`src/rtl/umq_pkg.sv`:
```
// Shared types for the unexpected-message queue: default field widths,
// header key / entry layouts and the one-hot scan FSM encoding.
package umq_pkg;

  localparam int UMQ_DEPTH         = 16;
  localparam int UMQ_RANK_BIT      = 8;
  localparam int UMQ_TAG_BIT       = 8;
  localparam int UMQ_COMM_BIT      = 2;
  localparam int UMQ_PAYLOAD_WIDTH = 32;

  // Matching key carried by every network header and every receive request.
  typedef struct packed {
    logic [UMQ_COMM_BIT-1:0] comm;
    logic [UMQ_RANK_BIT-1:0] src;
    logic [UMQ_TAG_BIT-1:0]  tag;
  } umq_key_t;

  // One queue slot at the default widths.
  typedef struct packed {
    logic                         valid;
    umq_key_t                     key;
    logic [UMQ_PAYLOAD_WIDTH-1:0] payload;
  } umq_entry_t;

  // One-hot scan controller states.
  typedef enum logic [1:0] {
    IDLE = 2'b01,
    SCAN = 2'b10
  } umq_state_t;

endpackage

```
`src/rtl/umq_key_match.sv`:
```
// Combinational compare of one queue entry against the latched receive key.
// The communicator is always compared; src/tag can be wildcarded.
module umq_key_match
  import umq_pkg::*;
#(
  parameter int RANK_BIT = UMQ_RANK_BIT,
  parameter int TAG_BIT  = UMQ_TAG_BIT,
  parameter int COMM_BIT = UMQ_COMM_BIT
) (
  input  logic                i_vld,
  input  logic [COMM_BIT-1:0] i_e_comm,
  input  logic [RANK_BIT-1:0] i_e_src,
  input  logic [TAG_BIT-1:0]  i_e_tag,
  input  logic [COMM_BIT-1:0] i_k_comm,
  input  logic [RANK_BIT-1:0] i_k_src,
  input  logic [TAG_BIT-1:0]  i_k_tag,
  input  logic                i_any_src,
  input  logic                i_any_tag,
  output logic                o_hit
);

  logic w_comm_eq;
  logic w_src_ok;
  logic w_tag_ok;

  assign w_comm_eq = (i_e_comm == i_k_comm);
  assign w_src_ok  = i_any_src || (i_e_src == i_k_src);
  assign w_tag_ok  = i_any_tag || (i_e_tag == i_k_tag);
  assign o_hit     = i_vld && w_comm_eq && w_src_ok && w_tag_ok;

endmodule

```
`src/rtl/umq_wildcard_cam.sv`:
```
// Unexpected-message queue: headers are appended in arrival order to a
// circular register file; a receive request walks it oldest-first, returns
// the first match and invalidates it. Holes left by removed entries are
// reclaimed at the head one slot per cycle.
// Storage is kept as per-field arrays so every width follows the module
// parameters rather than the package defaults.
module umq_wildcard_cam
  import umq_pkg::*;
#(
  parameter int DEPTH         = UMQ_DEPTH,
  parameter int RANK_BIT      = UMQ_RANK_BIT,
  parameter int TAG_BIT       = UMQ_TAG_BIT,
  parameter int COMM_BIT      = UMQ_COMM_BIT,
  parameter int PAYLOAD_WIDTH = UMQ_PAYLOAD_WIDTH,
  localparam int ADDR_WIDTH   = $clog2(DEPTH)
) (
  input  logic                     clk,
  input  logic                     rst,
  input  logic                     ins_valid,
  output logic                     ins_ready,
  input  logic [COMM_BIT-1:0]      ins_comm,
  input  logic [RANK_BIT-1:0]      ins_src,
  input  logic [TAG_BIT-1:0]       ins_tag,
  input  logic [PAYLOAD_WIDTH-1:0] ins_payload,
  input  logic                     find_valid,
  output logic                     find_ready,
  input  logic [COMM_BIT-1:0]      find_comm,
  input  logic [RANK_BIT-1:0]      find_src,
  input  logic [TAG_BIT-1:0]       find_tag,
  input  logic                     find_any_src,
  input  logic                     find_any_tag,
  output logic                     found,
  output logic                     not_found,
  output logic [RANK_BIT-1:0]      match_src,
  output logic [TAG_BIT-1:0]       match_tag,
  output logic [PAYLOAD_WIDTH-1:0] match_payload,
  output logic [ADDR_WIDTH:0]      count,
  output logic                     q_empty,
  output logic                     q_full
);

  // Pointers carry one extra bit so full (span==DEPTH) and empty differ.
  localparam int PW = ADDR_WIDTH + 1;
  localparam logic [PW-1:0] DEPTH_P = PW'(DEPTH);

  logic [DEPTH-1:0]         r_vld;
  logic [COMM_BIT-1:0]      r_comm [DEPTH];
  logic [RANK_BIT-1:0]      r_src  [DEPTH];
  logic [TAG_BIT-1:0]       r_tag  [DEPTH];
  logic [PAYLOAD_WIDTH-1:0] r_pay  [DEPTH];

  logic [PW-1:0]            r_head;
  logic [PW-1:0]            r_tail;
  logic [PW-1:0]            r_ptr;
  logic [PW-1:0]            r_stop;
  logic [PW-1:0]            r_count;
  umq_state_t               r_state;

  logic [COMM_BIT-1:0]      r_k_comm;
  logic [RANK_BIT-1:0]      r_k_src;
  logic [TAG_BIT-1:0]       r_k_tag;
  logic                     r_k_any_src;
  logic                     r_k_any_tag;

  logic [PW-1:0]            w_span;
  logic [PW-1:0]            w_ptr_nxt;
  logic [ADDR_WIDTH-1:0]    w_head_idx;
  logic [ADDR_WIDTH-1:0]    w_tail_idx;
  logic [ADDR_WIDTH-1:0]    w_ptr_idx;
  logic                     w_ins_acc;
  logic                     w_find_acc;
  logic                     w_reclaim;
  logic                     w_hit_raw;
  logic                     w_hit;

  assign w_span     = r_tail - r_head;
  assign w_ptr_nxt  = r_ptr + 1'b1;
  assign w_head_idx = r_head[ADDR_WIDTH-1:0];
  assign w_tail_idx = r_tail[ADDR_WIDTH-1:0];
  assign w_ptr_idx  = r_ptr[ADDR_WIDTH-1:0];

  assign ins_ready  = (w_span != DEPTH_P);
  assign q_full     = !ins_ready;
  assign find_ready = (r_state == IDLE);
  assign count      = r_count;
  assign q_empty    = (r_count == '0);

  assign w_ins_acc  = ins_valid && ins_ready;
  assign w_find_acc = find_valid && (r_state == IDLE);
  // A hole at the head is skipped so later inserts can reuse the slot.
  assign w_reclaim  = (w_span != '0) && !r_vld[w_head_idx];
  assign w_hit      = (r_state == SCAN) && w_hit_raw;

  umq_key_match #(
    .RANK_BIT (RANK_BIT),
    .TAG_BIT  (TAG_BIT),
    .COMM_BIT (COMM_BIT)
  ) u_match (
    .i_vld     (r_vld[w_ptr_idx]),
    .i_e_comm  (r_comm[w_ptr_idx]),
    .i_e_src   (r_src[w_ptr_idx]),
    .i_e_tag   (r_tag[w_ptr_idx]),
    .i_k_comm  (r_k_comm),
    .i_k_src   (r_k_src),
    .i_k_tag   (r_k_tag),
    .i_any_src (r_k_any_src),
    .i_any_tag (r_k_any_tag),
    .o_hit     (w_hit_raw)
  );

  // Header fields are written at the tail; contents need no reset.
  always_ff @(posedge clk) begin
    if (w_ins_acc) begin
      r_comm[w_tail_idx] <= ins_comm;
      r_src[w_tail_idx]  <= ins_src;
      r_tag[w_tail_idx]  <= ins_tag;
      r_pay[w_tail_idx]  <= ins_payload;
    end
  end

  // Request key is captured when a request is accepted.
  always_ff @(posedge clk) begin
    if (w_find_acc) begin
      r_k_comm    <= find_comm;
      r_k_src     <= find_src;
      r_k_tag     <= find_tag;
      r_k_any_src <= find_any_src;
      r_k_any_tag <= find_any_tag;
    end
  end

  // Valid bits, head/tail pointers and the occupancy counter.
  always_ff @(posedge clk) begin
    if (rst) begin
      r_vld   <= '0;
      r_head  <= '0;
      r_tail  <= '0;
      r_count <= '0;
    end else begin
      if (w_ins_acc) begin
        r_vld[w_tail_idx] <= 1'b1;
        r_tail            <= r_tail + 1'b1;
      end
      // The scan slot always lies in [head, stop) so it never aliases the tail.
      if (w_hit) begin
        r_vld[w_ptr_idx] <= 1'b0;
      end
      if (w_reclaim) begin
        r_head <= r_head + 1'b1;
      end
      if (w_ins_acc && !w_hit) begin
        r_count <= r_count + 1'b1;
      end else if (!w_ins_acc && w_hit) begin
        r_count <= r_count - 1'b1;
      end
    end
  end

  // Scan controller; stop is a snapshot of tail so later inserts stay unseen.
  always_ff @(posedge clk) begin
    if (rst) begin
      r_state       <= IDLE;
      r_ptr         <= '0;
      r_stop        <= '0;
      found         <= 1'b0;
      not_found     <= 1'b0;
      match_src     <= '0;
      match_tag     <= '0;
      match_payload <= '0;
    end else begin
      found         <= 1'b0;
      not_found     <= 1'b0;
      match_src     <= '0;
      match_tag     <= '0;
      match_payload <= '0;
      case (r_state)
        IDLE: begin
          if (find_valid) begin
            r_ptr  <= r_head;
            r_stop <= r_tail;
            if (w_span == '0) begin
              not_found <= 1'b1;
            end else begin
              r_state <= SCAN;
            end
          end
        end
        SCAN: begin
          if (w_hit_raw) begin
            found         <= 1'b1;
            match_src     <= r_src[w_ptr_idx];
            match_tag     <= r_tag[w_ptr_idx];
            match_payload <= r_pay[w_ptr_idx];
            r_state       <= IDLE;
          end else if (w_ptr_nxt == r_stop) begin
            not_found <= 1'b1;
            r_state   <= IDLE;
          end else begin
            r_ptr <= w_ptr_nxt;
          end
        end
        default: r_state <= IDLE;
      endcase
    end
  end

endmodule

```
`config.mk`:
```
export PLATFORM = sky130hd
export DESIGN_NAME = umq_wildcard_cam
export DESIGN_NICKNAME = d
export VERILOG_FILES = /design/src/rtl/umq_pkg.sv /design/src/rtl/umq_key_match.sv /design/src/rtl/umq_wildcard_cam.sv
export SDC_FILE = /design/constraint.sdc
export NUM_CORES = 1
export LEC_CHECK = 0
export CAP_MARGIN = 25
export CORE_MARGIN = 5
export CORE_UTILIZATION = 40
export CTS_BUF_LIST = sky130_fd_sc_hd__clkbuf_4
export DETAILED_ROUTE_END_ITERATION = 7
export PLACE_DENSITY = 0.68
export SETUP_SLACK_MARGIN = 0.3
export SLEW_MARGIN = 40
export SYNTH_ARGS = -nofsm -noshare
export SYNTH_HDL_FRONTEND = slang
export SYNTH_HIERARCHICAL = 1
export SYNTH_SLANG_ARGS = --single-unit
export TNS_END_PERCENT = 10
```
`constraint.sdc`:
```
create_clock -name clk -period 5.6 [get_ports clk]
set_input_delay 1.12 -clock clk [delete_from_list [all_inputs] [get_ports clk]]
set_output_delay 1.12 -clock clk [all_outputs]
set_load 0.1 [all_outputs]
```
# After elaboration in Yosys (flattened, before gate mapping)
# Memory sizes are Yosys's and may differ from the RTL's. A register that Yosys moved wholly into a read port is not among the register bits.
# Cells that the tools add are included.
[classes]
muxes = 36
bitwise_logic = 5
magnitude_cmp = 5
n_reduce_logical = 27
addsub = 6
n_eq_ne = 12
[ops]
columns = ["cell", "n"]
rows = [
  ["$mux 16", 3],
  ["$mux 5", 5],
  ["$mux 4", 6],
  ["$add 5x1->5 const B", 4],
  ["$and 16x16->16", 1],
  ["$eq 8x8->1", 2],
  ["$not 16->16", 1],
  ["$or 16x16->16", 1],
  ["$lt 4x5->1 const B", 3],
  ["$logic_and 1x1->1", 11],
  ["$mux 1", 11],
  ["$logic_not 5->1", 2],
  ["$pmux 5 s2", 1],
  ["$bmux 1 s4", 2],
  ["$demux 1 s4", 2],
  ["$ge 4x1->1 const B", 2],
  ["$mux 2", 4],
  ["$ne 2x2->1 const B", 4],
  ["$eq 5x5->1", 1],
  ["$ne 5x5->1 const B", 1],
  ["$reduce_bool 5->1", 1],
  ["$sub 5x1->5 const B", 1],
  ["$sub 5x5->5", 1],
  ["$logic_not 1->1", 4],
  ["other kinds (14)", 17],
]
[totals]
mem_count = 4
inputBits = 74
out_inout_bits = 59
ramBits = 800
ff_bits = 81
[mem_list]
columns = ["memory", "depth", "width", "read_ports", "rd_clocked_by_memory_dff", "write_ports", "line_no", "rtl"]
rows = [
  ["r_pay", 16, 32, 1, 1, 1, "umq_wildcard_cam.sv:50", "logic [PAYLOAD_WIDTH-1:0] r_pay [DEPTH];"],
  ["r_src", 16, 8, 1, 1, 1, "umq_wildcard_cam.sv:48", "logic [RANK_BIT-1:0] r_src [DEPTH];"],
  ["r_tag", 16, 8, 1, 1, 1, "umq_wildcard_cam.sv:49", "logic [TAG_BIT-1:0] r_tag [DEPTH];"],
  ["r_comm", 16, 2, 1, 1, 1, "umq_wildcard_cam.sv:47", "logic [COMM_BIT-1:0] r_comm [DEPTH];"],
]

# Longest topological paths before layout
# Gate-level depths: netlist (run 1).
[logic_depth]
ltp_word = 9
ltp_mapped = 20
ltp_nobuf = 18

# By module
# Netlist (run 1), hierarchy kept.
[by_module_without_submodules]
columns = ["mod", "seq_area_each_um2", "area_each_um2", "n_inst", "cells_per_inst"]
rows = [
  ["umq_wildcard_cam", 26565.5, 34747.1, 1, 1567],
  ["umq_key_match", 0.0, 207.7, 1, 26],
]

# Worst setup path after synthesis (run 1)
# OpenSTA, ideal clock, no wires.
[synth_timing]
path_type = "flip-flop to flip-flop"
startpoint = "register r_head[2]"
endpoint = "memory r_comm[1][0] (netlist bit), enable pin"
t_required_ps = 5081
stages_incl_launch_ff = 11
setup_ps = 519
slack_ps = -1099
t_arrival_ps = 6180
path_cell_list = "dfxtp_1 clkbuf_1 inv_1 ha_1 and3b_1 nor4_2 o2111ai_2 and2_1 buf_4 nand2_1 nor3_1"
[synth_via]
elab_chain_cells = 5
[synth_rtl]
columns = ["item", "line_no", "rtl"]
rows = [
  ["start, declared", "umq_wildcard_cam.sv:52", "logic [PW-1:0] r_head;"],
  ["start signal, assigned", "umq_wildcard_cam.sv:149", "r_head <= r_head + 1'b1;"],
  ["$sub 5x5->5", "umq_wildcard_cam.sv:76", "assign w_span = r_tail - r_head;"],
  ["$ne 5x5->1", "umq_wildcard_cam.sv:82", "assign ins_ready = (w_span != DEPTH_P);"],
  ["net ins_ready", "umq_wildcard_cam.sv:20", "output logic ins_ready,"],
  ["$logic_and 1x1->1", "umq_wildcard_cam.sv:88", "assign w_ins_acc = ins_valid && ins_ready;"],
  ["net w_ins_acc", "umq_wildcard_cam.sv:70", "logic w_ins_acc;"],
  ["$mux 1", "umq_wildcard_cam.sv:113", "if (w_ins_acc) begin"],
  ["$mux 1 (implied by the code)", "umq_wildcard_cam.sv:114", "r_comm[w_tail_idx] <= ins_comm;"],
  ["end, declared", "umq_wildcard_cam.sv:47", ""],
]
# The timed path passes the listed nets, and every way through them passes these cells.

==> results by group, run 1 <==
GRT
  • Wire length of the first global-routing pass: 116,000 um
  • Number of antenna violations at the first check in global routing: 12
  • Via count of the first global-routing pass: 18,600
  • Combined global-route utilization of all metal layers: 16.6%
  • Overflow after GRT: 0
  • Maximum number of pins on one net before global-route repair: 129

Clock tree
  • Number of buffers created by CTS: 221
  • Clock slew seen by the registers of the worst setup and hold paths: 70 ps
  • Clock tree from TritonCTS: built
  • CTS Buffer Depth: 3
  • Number of setup buffers added after CTS: 0
  • Source-to-sink clock delay at the later pin of the worst-skew pair: 1090 ps
  • CTS Hold Bufs: 0
  • Root Driver: clkbuf_4
  • Sink count of the clock tree: 917
  • Number of resized instances in the post-cts repair step: 0
  • Number of H-tree levels: 4

Floorplan
  • Placeable Area: 86,800 um^2
  • Area of the die: 93,400 um^2
  • Total I/O pin count: 133
  • Die span in x: 306 um
  • Die height: 306 um
  • FP Rows: 108
  • Starting density of the core: 40.3%

Timing
  • Number of slew-limit violations in the final report: 0
  • Worst Tran Pin Value: 901 ps
  • Number of failing hold endpoints at the final stage: 0
  • Rel. slew slack: 39.9%
  • Worst hold margin: 481 ps
  • Min cycle time layout: 5060 ps
  • # setup viols final: 0
  • Final setup skew: 119 ps
  • Total negative slack: 0 ps
  • Fmax: 198 MHz
  • Unrepaired setup endpoints after global routing: no
  • Crit share post-route: 90.3%
  • Final Worst Setup Slack: 541 ps

Worst setup path
  • Cell type group with the largest total delay on the critical path: simple AND/OR/NAND/NOR gates
  • Depth of the most critical reg-to-reg path: 19
  • Cell-by-cell listing of the critical path: buf_16 -> mux4_2 -> mux4_2 -> xor2_1 -> nor4_1 -> a21oi_1 -> nor3_4 -> inv_1 -> nor2_1 -> inv_1 -> ha_1 -> inv_1 -> ha_1 -> nor2b_1 -> o21a_1 -> or3_1 -> a21oi_1 -> xnor2_1 -> nor2_1
  • Category of the worst setup path capture point: register
  • Endpoint of the worst register-to-register path: count[4]$_SDFFE_PP0P_
  • Startpoint class of the critical path: register
  • Cell depth of the worst setup path: 19
  • Max incr delay on CP: 540 ps
  • Bufs and invs on worst path: 4
  • Required time at the worst-slack endpoint: 6560 ps
  • Worst reg-to-reg setup slack: 540 ps
  • Slowest stage cell, crit path: mux4_2
  • Signal arrival time at the worst endpoint: 6020 ps
  • Maximum fanout count along the critical path: 37
  • Cell seen most often among critical-path stages: inv_1
  • Worst setup path endpoint: count[4]$_SDFFE_PP0P_
  • Kind of critical path: reg -> reg

Synth
  • Dominant cell type by area after synthesis: edfxtp_1
  • Count of state elements after synthesis: 917
  • Sequential element share of the synthesized area: 76.0%
  • Yosys warns: 6
  • Number of distinct library cells after synthesis: 59
  • Area of the mapped netlist: 35,000 um^2
  • Biggest area contributors in the synthesized netlist: edfxtp_1, mux4_2, dfxtp_1
  • Number of enable-type register cells in the synthesized netlist: 820
  • Post-Synthesis Net Count: 1,687
  • Fraction of synthesis flops using an asynchronous set or reset pin: 0%
  • Post-Syn Area per Cell: 21.9 um^2
  • Area share of the leading cell type in the synthesized netlist: 70.4%
  • Flip-flop cell with the highest count after synthesis: edfxtp_1
  • Post-Syn Instances: 1,593

Power and ir drop
  • Cell leakage power: 13.1 nW
  • Sequential Power Share: 48.0%
  • Comb pwr share: 18.2%
  • VDD IR-drop max: 0.272 mV
  • Overall power after layout: 16.2 mW
  • Switching component of the power: 4.17 mW
  • Pwr per Cell Area: 396 nW/um^2
  • Switching portion of total power: 25.8%
  • Share of power burned in the clock network: 33.9%
  • Internal Dissipation: 12.0 mW

Cells and area
  • Net count reported at finish: 2,011
  • Commonest cells after routing, fill and taps aside: edfxtp_1, clkbuf_4, mux4_2, dfxtp_1, clkdlybuf4s50_1
  • # fillers: 7,261
  • Most common library cell in the layout ignoring fill and taps: edfxtp_1
  • Ratio of cells with drive above 1 in the final layout: 35.8%
  • Layout overhead on the synthesized area: 16.7%

Route
  • Detailed-route DRC error count: 0
  • Vias per cell: 5.28
  • Iteration count of the initial detailed-routing pass: 6
  • Count of vias placed by the detailed router: 17,200
  • Drt initial violations: 1,603
  • Average wire per standard cell: 23.9 um
  • WL final: 78,000 um
  • Antenna Nets Post-Route: 0

Placement
  • Global placement routability congestion: 0.789
  • Setup WS pre-CTS: 402 ps
  • Count of buffers inserted at the top-level ports: 132
  • DP HPWL: 41,500 um

Worst hold path
  • Worst min path class: reg -> reg

Status
  • Run status: finished clean

Flow run
  • Reported max-cap violation count: 0
-- per-layer routing --
layer | GRT usage [%] | wire, um | part of all wire (%) | up-vias
met5 | 0 | 69 | 0.088 | -
met4 | 5.50 | 1710 | 2.2 | 8
met3 | 4.09 | 4680 | 6.0 | 139
met2 | 28.0 | 40400 | 52 | 621
met1 | 21.5 | 31100 | 40 | 9038
li1 | - | - | - | 7435
-- cell usage after synthesis (5+ instances only) --
cell type / number
and2_1: 52
o21ai_0: 5
xor2_1: 23
nor3_1: 23
mux4_2: 260
nand2b_1: 5
xnor2_1: 11
clkbuf_1: 39
ha_1: 19
dfxtp_1: 97
a21oi_1: 22
o21a_1: 6
nand3_1: 8
a31oi_1: 13
buf_2: 22
nand2_1: 25
buf_1: 8
inv_1: 22
nor2_1: 51
edfxtp_1: 820
buf_4: 6
-- power groups by stage --
| stage | clock [mW] | combinational, mW | sequential (mW) |
|---|---|---|---|
| CTS | 5.65 | 2.98 | 7.75 |
| floorplan | 0 | 2.30 | 7.85 |
| finish | 5.47 | 2.93 | 7.75 |
| global placement | 0 | 2.92 | 7.89 |
| detailed placement | 0 | 2.97 | 7.90 |
| global route | 6.05 | 3.16 | 7.76 |
-- kinds of logic after synthesis --
logic type	count (synthesis)	share of synthesized area [%]
simple gates	189	2.83
fa+ha+maj	21	0.770
flops	917	76.0
buf+inv	101	1.29
mux	261	16.8
xor+xnor	35	0.920
compound gates	69	1.40
-- state kept, by name, indices dropped and copies added, names as in the netlist, named ones only --
name	count
r_src	128
count	5
r_state	2
r_tail	5
r_ptr	5
r_head	5
r_comm	32
r_k_src	8
match_src	8
match_tag	8
r_k_comm	2
r_vld	16
r_k_any_src	1
r_k_tag	8
match_payload	32
not_found	1
found	1
r_stop	5
r_k_any_tag	1
r_pay	512
r_tag	128
-- worst register-to-register path: cells and delay by family (launching register included) --
kind	cells	cell delay, ps
AOI/OAI and AO/OA	3	590
xor gates and xnor gates	2	310
adders and majority gates	2	500
buffers and inverters	4	640
DFF	1	490
muxes	2	1130
and+or+nand+nor	6	1300
-- worst min path at each step --
stage | from | endpoint | cells past startpoint
global route | r_stop[1]$_SDFFE_PP0P_ | r_stop[1]$_SDFFE_PP0P_ | 2
global placement | r_stop[3]$_SDFFE_PP0P_ | r_stop[3]$_SDFFE_PP0P_ | 2
floorplan | r_stop[0]$_SDFFE_PP0P_ | r_stop[0]$_SDFFE_PP0P_ | 2
CTS | r_stop[3]$_SDFFE_PP0P_ | r_stop[3]$_SDFFE_PP0P_ | 2
finish | r_stop[3]$_SDFFE_PP0P_ | r_stop[3]$_SDFFE_PP0P_ | 2
detailed placement | r_stop[3]$_SDFFE_PP0P_ | r_stop[3]$_SDFFE_PP0P_ | 2
-- through the flow --
stage	std cells	instance area, um^2	utilization, %
detailed placement	2849	37800	43.6
floorplan	1593	35000	-
global placement	2847	38000	43.9
finish	3265	40800	47.0
CTS	3259	40700	47.0
global route	3263	40800	47.0
-- final cells by class --
class	count	area [um^2]	area share, %
clock buffers	330	2480	6.07
well taps	1155	1450	3.54
multi-input cells	575	8070	19.8
flip-flops and latches	917	26600	65.2
repair buffers	179	1650	4.03
diodes	6	15.0	0.0368
inverters	23	86.3	0.212
clock inverters	80	464	1.14
Power figures use the tool's default switching activity.
==> run 2: changes to the inputs <==
CORE_UTILIZATION = 57   (was 40)
CTS_BUF_LIST = sky130_fd_sc_hd__clkbuf_2   (was sky130_fd_sc_hd__clkbuf_4)
PLACE_DENSITY = 0.88   (was 0.68)
==> run 2 against run 1 <==
Net effect:
- clock power shrank 17%
- non-clock buffer count increased by 9
- final area shrank 3.4%
- sequential share of layout area up 2.3 points
- hold slack lost 180 ps
- utilization rose by 18 points
- count of clock-buffer cells in the layout is 32 lower
- register-to-register slack got worse by 170 ps
- global-route usage up 9.1 points
- critical endpoint unchanged
==> results by group, run 2 (synthesis gave the netlist of run 1 again) <==
GRT
  • Wire length of the first global-routing pass: 125,000 um (+7.6%)
  • Maximum number of pins on one net before global-route repair: 59 (-54%)
  • Overflow after GRT: 0 (unchanged)
  • Number of antenna violations at the first check in global routing: 6 (-6)
  • Via count of the first global-routing pass: 19,600 (+5.6%)
  • Combined global-route utilization of all metal layers: 25.8% (+9.1 points)

Timing
  • Worst Tran Pin Value: 896 ps (-5.11 ps)
  • Number of failing hold endpoints at the final stage: 0 (unchanged)
  • Unrepaired setup endpoints after global routing: no
  • Crit share post-route: 93.4% (+3.1 points)
  • Rel. slew slack: 40.3% (+0.34 points)
  • Min cycle time layout: 5230 ps (+171 ps)
  • Number of slew-limit violations in the final report: 0 (unchanged)
  • # setup viols final: 0 (unchanged)
  • Final setup skew: 109 ps (-9.38 ps)
  • Fmax: 191 MHz (-3.3%)

Clock tree
  • Number of buffers created by CTS: 205 (-7.2%)
  • Source-to-sink clock delay at the later pin of the worst-skew pair: 1410 ps (+320 ps)
  • Clock tree from TritonCTS: built
  • Clock slew seen by the registers of the worst setup and hold paths: 130 ps (+60 ps)
  • Sink count of the clock tree: 917 (unchanged)
  • Root Driver: clkbuf_2
  • CTS Buffer Depth: 3 (unchanged)
  • Number of H-tree levels: 4 (unchanged)
  • CTS Hold Bufs: 0 (unchanged)

Power and ir drop
  • Cell leakage power: 12.9 nW (-1.5%)
  • Pwr per Cell Area: 390 nW/um^2 (-1.6%)
  • VDD IR-drop max: 0.281 mV (+3.2%)

Cells and area
  • Ratio of cells with drive above 1 in the final layout: 35.3% (-0.53 points)
  • Commonest cells after routing, fill and taps aside: edfxtp_1, clkbuf_2, mux4_2, dfxtp_1, clkdlybuf4s50_1
  • Final core utilization: 65.0% (+18 points)
  • Most common library cell in the layout ignoring fill and taps: edfxtp_1
  • Number of standard cells in the final layout excluding fillers: 2,871 (-12%)
  • Layout overhead on the synthesized area: 12.7%
  • Max reg flops: 512 (unchanged)
  • # fillers: 3,657 (-50%)
  • Net count reported at finish: 2,004 (-0.35%)
  • Final std cell area, no fill: 39,400 um^2 (-3.4%)
  • Register with the highest flop count: r_pay
  • Largest registers: r_pay (512), r_src (128), r_tag (128)

Route
  • Highest metal layer with signal wires: met5
  • Routed wl met3: 10,400 um (+120%)
  • WL final: 89,900 um (+15%)
  • Average wire per standard cell: 31.3 um (+31%)
  • Iteration count of the initial detailed-routing pass: 6 (unchanged)
  • Routed met1 length: 30,000 um (-3.8%)
  • Vias per cell: 6.59 (+25%)
  • Count of vias placed by the detailed router: 18,900 (+9.7%)
  • Detailed-route DRC error count: 0 (unchanged)
  • Drt initial violations: 3,055 (+91%)
  • Antenna Nets Post-Route: 0 (unchanged)
  • Met2 WL: 45,500 um (+12%)

Floorplan
  • Placeable Area: 60,600 um^2 (-30%)
  • Die span in x: 258 um (-16%)
  • Area of the die: 66,400 um^2 (-29%)
  • Total I/O pin count: 133 (unchanged)
  • FP Rows: 90 (-17%)
  • Starting density of the core: 57.7% (+17 points)
  • Die height: 258 um (-16%)

Worst hold path
  • Hold Crit Start: find_src[6]
  • Worst min path class: in -> reg

Placement
  • DP HPWL: 44,800 um (+7.8%)
  • Global placement routability congestion: 0.839 (+6.3%)
  • Placement-stage cell area: 37,200 um^2 (-1.5%)
  • Count of buffers inserted at the top-level ports: 132 (unchanged)
  • Cells after DPL: 2,480 (-13%)

Flow run
  • Reported max-cap violation count: 0 (unchanged)

Worst setup path
  • Signal arrival time at the worst endpoint: 6480 ps (+460 ps)
  • Category of the worst setup path capture point: register
  • Required time at the worst-slack endpoint: 6850 ps (+290 ps)
  • Startpoint class of the critical path: register
  • Kind of critical path: reg -> reg
  • Maximum fanout count along the critical path: 33 (-11%)

Status
  • Run status: finished clean
==> run 2: cell count changes in the layout (fill, tap and decap cells not counted), moves of 3 or more <==
cell | previous run | this run
inv_6 | 4 | 1
clkbuf_2 | 0 | 298
bufinv_16 | 3 | 9
clkbuf_4 | 330 | 0
clkinv_8 | 3 | 0
buf_6 | 5 | 2
buf_4 | 23 | 42
buf_12 | 16 | 7
==> run 2: metal layers <==
layer,vias up,global-route usage (%)
met5,-,0
li1,7373,-
met2,1681,43.0
met4,2,10.1
met3,353,7.62
met1,9507,32.4
==> run 2: worst paths after layout <==
| kind | depth (start not counted) | to | slack (ps) |
|---|---|---|---|
| hold reg to reg | 2 | r_stop[3]$_SDFFE_PP0P_ | 500 |
| setup reg to reg | 19 | count[4]$_SDFFE_PP0P_ | 370 |
| setup / recovery | 19 | count[4]$_SDFFE_PP0P_ | 370 |
| hold / removal | 1 | r_k_src[6]$_DFFE_PP_ | 300 |
==> run 2: worst max-delay path, cell delays in order (launching register included) <==
cell and delay, ps:
dfxtp_4 460, buf_16 270, mux4_2 570, mux4_2 500
xor2_1 160, nor4_1 470, a21oi_1 260, nor3_2 330
inv_1 110, nor2_1 150, inv_1 100, ha_1 230
inv_1 120, ha_1 260, nor2b_1 160, o21a_1 170
or3_1 310, a21oi_1 220, xnor2_1 140, nor2_1 50
==> run 2: stage by stage <==
stage                     hold slack [ps]  setup TNS [ps]  worst slack, ps  power [mW]
after floorplan                       448         -106290            -1100        10.2
after global placement                455               0              594        10.7
after detailed placement              480               0              432        10.9
after CTS                             135               0              451        15.3
after global routing                  176               0              258        16.0
final                                 303               0              370        15.4
==> run 2: repair_timing <==
action / 4_1_cts / 5_1_grt
setup endpoints to repair: 0 / 1
buffers inserted: 0 / 5
gates resized for setup: 0 / 2
==> run 2: power by group <==
part / total [mW] / leakage (nW) / switching (mW) / internal (mW)
logic: 3.01 / 3.17 / 1.48 / 1.53
registers: 7.82 / 8.21 / 0.206 / 7.61
clock network: 4.52 / 1.50 / 2.66 / 1.86
==> run 2: final cells by class <==
class	count	area, um^2	area share, %
Inverter	23	86.3	0.219
Antenna cell	7	17.5	0.0445
Multi-Input combinational cell	575	8070	20.5
Sequential cell	917	26600	67.5
Clock inverter	81	574	1.46
Tap cell	782	978	2.48
Timing Repair Buffer	188	1600	4.06
Clock buffer	298	1490	3.79
